### config.mk
export PLATFORM = sky130hd
export DESIGN_NAME = multi_channel_clock_divider
export DESIGN_NICKNAME = d
export VERILOG_FILES = /design/src/rtl/multi_channel_clock_divider.sv
export SDC_FILE = /design/constraint.sdc
export NUM_CORES = 1
export LEC_CHECK = 0
export CORE_MARGIN = 5
export CORE_UTILIZATION = 40
export DETAILED_ROUTE_END_ITERATION = 6
export GPL_TIMING_DRIVEN = 1
export PLACE_DENSITY_LB_ADDON = 0.12
export SYNTH_ARGS = -nofsm -noshare
export SYNTH_HDL_FRONTEND = slang
export SYNTH_SLANG_ARGS = --single-unit
### constraint.sdc
create_clock -name inClock -period 6.85 [get_ports inClock]
set_input_delay 1.37 -clock inClock [delete_from_list [all_inputs] [get_ports inClock]]
set_output_delay 1.37 -clock inClock [all_outputs]
set_load 0.02 [all_outputs]
### src/rtl/multi_channel_clock_divider.sv
// NUM_CH independent integer clock dividers with registered square-wave, tick and running outputs.
// Optional macro CLKDIV_SYNC_EN adds sync_all, which restarts every enabled channel in phase.
module multi_channel_clock_divider #(
  parameter int NUM_CH    = 4,
  parameter int CNT_W     = 24,
  parameter int RESET_DIV = 25000,
  localparam int CH_W     = (NUM_CH > 1) ? $clog2(NUM_CH) : 1
) (
  input  logic              inClock,
  input  logic              reset,
  input  logic              cfg_wr,
  input  logic [CH_W-1:0]   cfg_ch,
  input  logic [CNT_W-1:0]  cfg_div,
  input  logic              cfg_en,
`ifdef CLKDIV_SYNC_EN
  input  logic              sync_all,
`endif
  output logic [NUM_CH-1:0] outClock,
  output logic [NUM_CH-1:0] tick,
  output logic [NUM_CH-1:0] running
);

  localparam logic [CNT_W-1:0] RESET_DIV_C = (RESET_DIV < 2) ? CNT_W'(2) : CNT_W'(RESET_DIV);

  function automatic logic [CNT_W-1:0] clamp_div(input logic [CNT_W-1:0] d);
    return (d < CNT_W'(2)) ? CNT_W'(2) : d;
  endfunction

  logic [CNT_W-1:0]  cnt_q  [NUM_CH];
  logic [CNT_W-1:0]  cnt_d  [NUM_CH];
  logic [CNT_W-1:0]  div_q  [NUM_CH];
  logic [CNT_W-1:0]  div_d  [NUM_CH];
  logic [CNT_W-1:0]  pend_q [NUM_CH];
  logic [CNT_W-1:0]  pend_d [NUM_CH];
  logic [NUM_CH-1:0] pv_q, pv_d;
  logic [NUM_CH-1:0] en_q, en_d;
  logic [NUM_CH-1:0] out_q, out_d;
  logic [NUM_CH-1:0] tick_q, tick_d;
  logic [NUM_CH-1:0] wr_hit_s;
  logic [NUM_CH-1:0] last_s;
  logic              sync_s;
  logic              cfg_valid_s;
  logic [CNT_W-1:0]  cfg_div_c_s;

`ifdef CLKDIV_SYNC_EN
  assign sync_s = sync_all;
`else
  assign sync_s = 1'b0;
`endif

  assign cfg_valid_s = cfg_wr && (32'(cfg_ch) < 32'(NUM_CH));
  assign cfg_div_c_s = clamp_div(cfg_div);

  // Per-channel write decode and end-of-period detection
  always_comb begin
    for (int i = 0; i < NUM_CH; i++) begin
      wr_hit_s[i] = cfg_valid_s && (cfg_ch == CH_W'(i));
      last_s[i]   = en_q[i] && (cnt_q[i] == div_q[i] - CNT_W'(1));
    end
  end

  // Next-state counter/divisor logic; outputs are derived from the next state so they register cleanly
  always_comb begin
    for (int i = 0; i < NUM_CH; i++) begin
      cnt_d[i]  = cnt_q[i];
      div_d[i]  = div_q[i];
      pend_d[i] = pend_q[i];
      pv_d[i]   = pv_q[i];
      en_d[i]   = en_q[i];
      if (wr_hit_s[i]) begin
        if (!cfg_en) begin
          en_d[i]  = 1'b0;
          cnt_d[i] = '0;
          div_d[i] = cfg_div_c_s;
          pv_d[i]  = 1'b0;
        end else if (!en_q[i] || last_s[i]) begin
          // Start of a stopped channel, or a write landing exactly on the boundary
          en_d[i]  = 1'b1;
          cnt_d[i] = '0;
          div_d[i] = cfg_div_c_s;
          pv_d[i]  = 1'b0;
        end else begin
          pend_d[i] = cfg_div_c_s;
          pv_d[i]   = 1'b1;
          cnt_d[i]  = cnt_q[i] + CNT_W'(1);
        end
      end else if (en_q[i] && (sync_s || last_s[i])) begin
        cnt_d[i] = '0;
        div_d[i] = pv_q[i] ? pend_q[i] : div_q[i];
        pv_d[i]  = 1'b0;
      end else if (en_q[i]) begin
        cnt_d[i] = cnt_q[i] + CNT_W'(1);
      end else begin
        cnt_d[i] = '0;
      end
      out_d[i]  = en_d[i] && (cnt_d[i] < (div_d[i] >> 1));
      tick_d[i] = en_d[i] && (cnt_d[i] == div_d[i] - CNT_W'(1));
    end
  end

  // State and output registers with synchronous reset
  always_ff @(posedge inClock) begin
    if (reset) begin
      for (int i = 0; i < NUM_CH; i++) begin
        cnt_q[i]  <= '0;
        div_q[i]  <= RESET_DIV_C;
        pend_q[i] <= RESET_DIV_C;
      end
      pv_q   <= '0;
      en_q   <= '0;
      out_q  <= '0;
      tick_q <= '0;
    end else begin
      for (int i = 0; i < NUM_CH; i++) begin
        cnt_q[i]  <= cnt_d[i];
        div_q[i]  <= div_d[i];
        pend_q[i] <= pend_d[i];
      end
      pv_q   <= pv_d;
      en_q   <= en_d;
      out_q  <= out_d;
      tick_q <= tick_d;
    end
  end

  assign outClock = out_q;
  assign tick     = tick_q;
  assign running  = en_q;

endmodule

==> report_table.html <==
<table>
<tr><th>Metric</th><th>Value</th></tr>
<tr><th colspan="2">Outcome</th></tr>
<tr><td>Status</td><td>finished with violations</td></tr>
<tr><td>Violations in the final reports</td><td>design-rule violations</td></tr>
<tr><th colspan="2">Global routing</th></tr>
<tr><td>Via count of the first global-routing pass</td><td>20.49k</td></tr>
<tr><td>Initial antenna violation count</td><td>0</td></tr>
<tr><td>Global route total overflow</td><td>0</td></tr>
<tr><td>Tot GR Track Use</td><td>24.84%</td></tr>
<tr><td>Wire length of the first global-routing pass</td><td>119100 um</td></tr>
<tr><td>Maximum number of pins on one net before global-route repair</td><td>98</td></tr>
<tr><th colspan="2">Worst setup path</th></tr>
<tr><td>Delay of the slowest cell on the worst path</td><td>0.78 ns</td></tr>
<tr><td>Maximum fanout along the worst path</td><td>14</td></tr>
<tr><td>Cells along the critical path</td><td>nor3_1 &gt; nand3_1 &gt; or4_1 &gt; a211o_1 &gt; a21boi_0 &gt; and4_1 &gt; nor2_1 &gt; a221oi_1 &gt; ha_1 &gt; nand4_1 &gt; nor4_2 &gt; and3_1 &gt; a21boi_0 &gt; or3_1 &gt; nor3_1</td></tr>
<tr><td>Worst setup path class</td><td>reg -&gt; reg</td></tr>
<tr><td>Sort of element at the end of the critical path</td><td>flip-flop</td></tr>
<tr><td>Worst reg2reg startpoint</td><td>div_q[2][7]</td></tr>
<tr><td>Required time of the critical path</td><td>7.32 ns</td></tr>
<tr><td>Worst EP arrival</td><td>6.59 ns</td></tr>
<tr><td>Top Family by Delay on Critical Path</td><td>simple AND/OR/NAND/NOR gates</td></tr>
<tr><td>Critical path launch point</td><td>div_q[2][7]</td></tr>
<tr><td>Category of the worst setup path launch point</td><td>flip-flop</td></tr>
<tr><td>Buf+Inv Stages, Crit Path</td><td>0</td></tr>
<tr><td>Slowest-stage cell, CP</td><td>sky130_fd_sc_hd__nor3_1</td></tr>
<tr><th colspan="2">Route</th></tr>
<tr><td>Total number of vias</td><td>21.25k</td></tr>
<tr><td>Final wirelength</td><td>76740 um</td></tr>
<tr><td>Number of detailed-route iterations in the first pass</td><td>7</td></tr>
<tr><td>Detail-routed via count per cell</td><td>5.943</td></tr>
<tr><td>Routed wire length per instance</td><td>21.47 um</td></tr>
<tr><td>Detailed router's first-iteration violation count</td><td>2028</td></tr>
<tr><td>Post-DRT Antenna Nets</td><td>0</td></tr>
<tr><td>DRC errors left</td><td>1</td></tr>
<tr><th colspan="2">Floorplanning</th></tr>
<tr><td>Number of placement rows</td><td>86</td></tr>
<tr><td>Die width</td><td>244.4 um</td></tr>
<tr><td>IO Pins</td><td>42</td></tr>
<tr><td>Die Ht</td><td>244.4 um</td></tr>
<tr><td>Core Box Area</td><td>0.05477 sq mm</td></tr>
<tr><td>Area enclosed by the die boundary</td><td>0.05973 sq mm</td></tr>
<tr><td>Starting density of the core</td><td>40.13%</td></tr>
<tr><th colspan="2">STA</th></tr>
<tr><td>Rel. slew slack</td><td>34.27%</td></tr>
<tr><td>Unrepaired setup endpoints after global routing</td><td>false</td></tr>
<tr><td>Period minus WS final</td><td>6.120 ns</td></tr>
<tr><td>Achievable frequency</td><td>163.4 MHz</td></tr>
<tr><td>Final hold vios</td><td>0</td></tr>
<tr><td>Final period utilization</td><td>89.35%</td></tr>
<tr><td>Clock Skews</td><td>0.01759 ns</td></tr>
<tr><td>Tightest Pin Transition</td><td>0.9859 ns</td></tr>
<tr><td>Final Max Slew Viols</td><td>0</td></tr>
<tr><td>Final number of setup-violating endpoints</td><td>0</td></tr>
<tr><td>Final sum of negative setup slack</td><td>0 ns</td></tr>
<tr><th colspan="2">Clock network</th></tr>
<tr><td>Post-CTS setup repair buffer count</td><td>0</td></tr>
<tr><td>Number of buffers on the longest clock path</td><td>3</td></tr>
<tr><td>TritonCTS clock tree</td><td>yes</td></tr>
<tr><td>Total number of clock tree sinks</td><td>304</td></tr>
<tr><td>Clock H-tree levels</td><td>2</td></tr>
<tr><td>Worst-path clk slew</td><td>0.06 ns</td></tr>
<tr><td>Clock buffers created by TritonCTS</td><td>39</td></tr>
<tr><td>Worst skew pair latency</td><td>0.57 ns</td></tr>
<tr><td>Number of gates resized after CTS</td><td>0</td></tr>
<tr><td>Hold buffer count at CTS</td><td>0</td></tr>
<tr><td>Clock root buffer master</td><td>sky130_fd_sc_hd__clkbuf_16</td></tr>
<tr><th colspan="2">Logic synthesis</th></tr>
<tr><td>Average cell area after synthesis</td><td>7.720 sq um</td></tr>
<tr><td>Synth top area share</td><td>27.69%</td></tr>
<tr><td>Synthesized netlist net count</td><td>2977</td></tr>
<tr><td>Number of distinct library cells after synthesis</td><td>95</td></tr>
<tr><td>Library cell with the highest instance count after synthesis</td><td>sky130_fd_sc_hd__nor2_1</td></tr>
<tr><td>Synthesized area</td><td>0.02198 sq mm</td></tr>
<tr><td>Top flip-flop cell by instance count after synthesis</td><td>sky130_fd_sc_hd__dfxtp_1</td></tr>
<tr><td>EDFF count, synth</td><td>0</td></tr>
<tr><td>Cell type contributing the most total cell area after synthesis</td><td>sky130_fd_sc_hd__dfxtp_1</td></tr>
<tr><td>Commonest cells in the synthesized netlist</td><td>sky130_fd_sc_hd__nor2_1, sky130_fd_sc_hd__dfxtp_1, sky130_fd_sc_hd__nand2_1</td></tr>
<tr><td>Synth Warn #</td><td>0</td></tr>
<tr><td>Proportion of synthesized chip area in sequential cells</td><td>27.69%</td></tr>
<tr><td>Async set-or-reset flop fraction in the synthesized netlist</td><td>0%</td></tr>
<tr><td>Gate Count Post-Synth</td><td>2847</td></tr>
<tr><td>Count of state elements after synthesis</td><td>304</td></tr>
<tr><td>Top cells by area in the synthesized netlist</td><td>sky130_fd_sc_hd__dfxtp_1, sky130_fd_sc_hd__xnor2_1, sky130_fd_sc_hd__nor2_1</td></tr>
<tr><th colspan="2">Finish</th></tr>
<tr><td>Diodes inserted</td><td>0</td></tr>
<tr><td>NumNets Final</td><td>2973</td></tr>
<tr><td>Fraction of layout cells with a size suffix above 1</td><td>7.454%</td></tr>
<tr><td>P&amp;R area growth vs syn</td><td>11.72%</td></tr>
<tr><td>Final standard cell count with taps included and fillers excluded</td><td>3575</td></tr>
<tr><th colspan="2">Pwr</th></tr>
<tr><td>Reported leakage power</td><td>0.008984 uW</td></tr>
<tr><td>Power density over the cells</td><td>186.3 mW/mm^2</td></tr>
<tr><td>Worst vdd ir</td><td>149.7 uV</td></tr>
<tr><td>Pwr Total</td><td>4575 uW</td></tr>
<tr><th colspan="2">Placement</th></tr>
<tr><td>Dpl hpwl</td><td>58100 um</td></tr>
<tr><td>GPL Wtd Cong</td><td>0.9215</td></tr>
<tr><td>Number of placed instances with taps included</td><td>3506</td></tr>
<tr><td>Count of input and output buffers</td><td>41</td></tr>
<tr><th colspan="2">Worst hold path</th></tr>
<tr><td>Worst min-delay path category</td><td>reg -&gt; reg</td></tr>
<tr><td>Launch instance of the worst min-delay path</td><td>pend_q[3][4]</td></tr>
<tr><th colspan="2">Run</th></tr>
<tr><td>Max_cap viols</td><td>0</td></tr>
</table>
==> per-layer routing <==
layer	GRT usage, %	wire [um]
met1	34.34	35160
met2	40.43	34730
met3	3.148	4402
met4	7.982	2453
met5	0	0
==> sequential cells by signal (all words and copies together) (netlist names) <==
name and count:
running 4, tick 4, cnt_q 96, div_q 96, outClock 4, pv_q 4, pend_q 96
==> cells in the final DEF, fill, tap and decap left out, types with 16 or more instances in the layout <==
cell and count:
sky130_fd_sc_hd__or2_2 21, sky130_fd_sc_hd__a211oi_1 20, sky130_fd_sc_hd__mux2i_1 73, sky130_fd_sc_hd__nor4_1 55, sky130_fd_sc_hd__a21o_1 27, sky130_fd_sc_hd__xnor2_1 192, sky130_fd_sc_hd__a22o_1 23, sky130_fd_sc_hd__nand2b_1 49
sky130_fd_sc_hd__and2_1 19, sky130_fd_sc_hd__xor2_1 121, sky130_fd_sc_hd__nand3_1 103, sky130_fd_sc_hd__or4_1 18, sky130_fd_sc_hd__nor3_1 164, sky130_fd_sc_hd__nor3b_1 16, sky130_fd_sc_hd__and3_1 35, sky130_fd_sc_hd__nand4_1 64
sky130_fd_sc_hd__dfxtp_1 304, sky130_fd_sc_hd__nand2_1 244, sky130_fd_sc_hd__inv_1 85, sky130_fd_sc_hd__clkdlybuf4s50_1 40, sky130_fd_sc_hd__or3_1 43, sky130_fd_sc_hd__a221oi_1 17, sky130_fd_sc_hd__o21ai_0 57, sky130_fd_sc_hd__clkbuf_16 41
sky130_fd_sc_hd__nor2b_1 16, sky130_fd_sc_hd__a21oi_1 125, sky130_fd_sc_hd__a31oi_1 16, sky130_fd_sc_hd__ha_1 100, sky130_fd_sc_hd__and4_1 17, sky130_fd_sc_hd__buf_4 78, sky130_fd_sc_hd__nor2_1 383, sky130_fd_sc_hd__o211ai_1 22
==> worst paths after layout <==
kind                  end  cells after the start  slack (ns)
min          pend_q[3][4]                      2        0.45
min reg2reg  pend_q[3][4]                      2        0.45
max reg2reg       tick[2]                     15        0.73
max               tick[2]                     15        0.73
==> area by class of cell <==
cell class                      instances  area [sq um]
Inverter                               86         322.8
Tap cell                              704         880.8
Multi-Input combinational cell       2293         14950
Fill cell                            5568         30220
Sequential cell                       304          6086
Clock buffer                           55          1159
Timing Repair Buffer                  119         999.7
Clock inverter                         14         157.7
==> through the flow <==
| stage | hold WS (ns) | utilization [%] | instance area, sq um | setup WS [ns] |
|---|---|---|---|---|
| floorplan | 0.4332 | - | 21980 | 1.554 |
| global placement | 0.4462 | 42.43 | 23240 | 0.7625 |
| detailed placement | 0.4513 | 42.43 | 23240 | 0.6108 |
| CTS | 0.4589 | 44.83 | 24550 | 0.7733 |
| global route | 0.4750 | 44.83 | 24550 | 0.1908 |
| finish | 0.4548 | 44.83 | 24550 | 0.7298 |
==> worst min-delay path, delay by kind of cell, from the launching register on <==
kind | cells | cell delay [ns]
flops | 1 | 0.31
compound gates | 1 | 0.05
simple gates | 1 | 0.05
==> where the power goes <==
group          internal (uW)  total, uW  switching, uW
combinational            215        594            379
sequential              1790       1840           44.2
clock                   1290       2150            856
==> kinds of logic after synthesis <==
family / share of synthesized area, %
buf+inv: 4.412
xor+xnor: 12.68
simple gates: 29.86
mux: 3.530
compound gates: 16.09
fa+ha+maj: 5.738
flops: 27.69
Note: power is estimated with default switching activity, not from simulation.
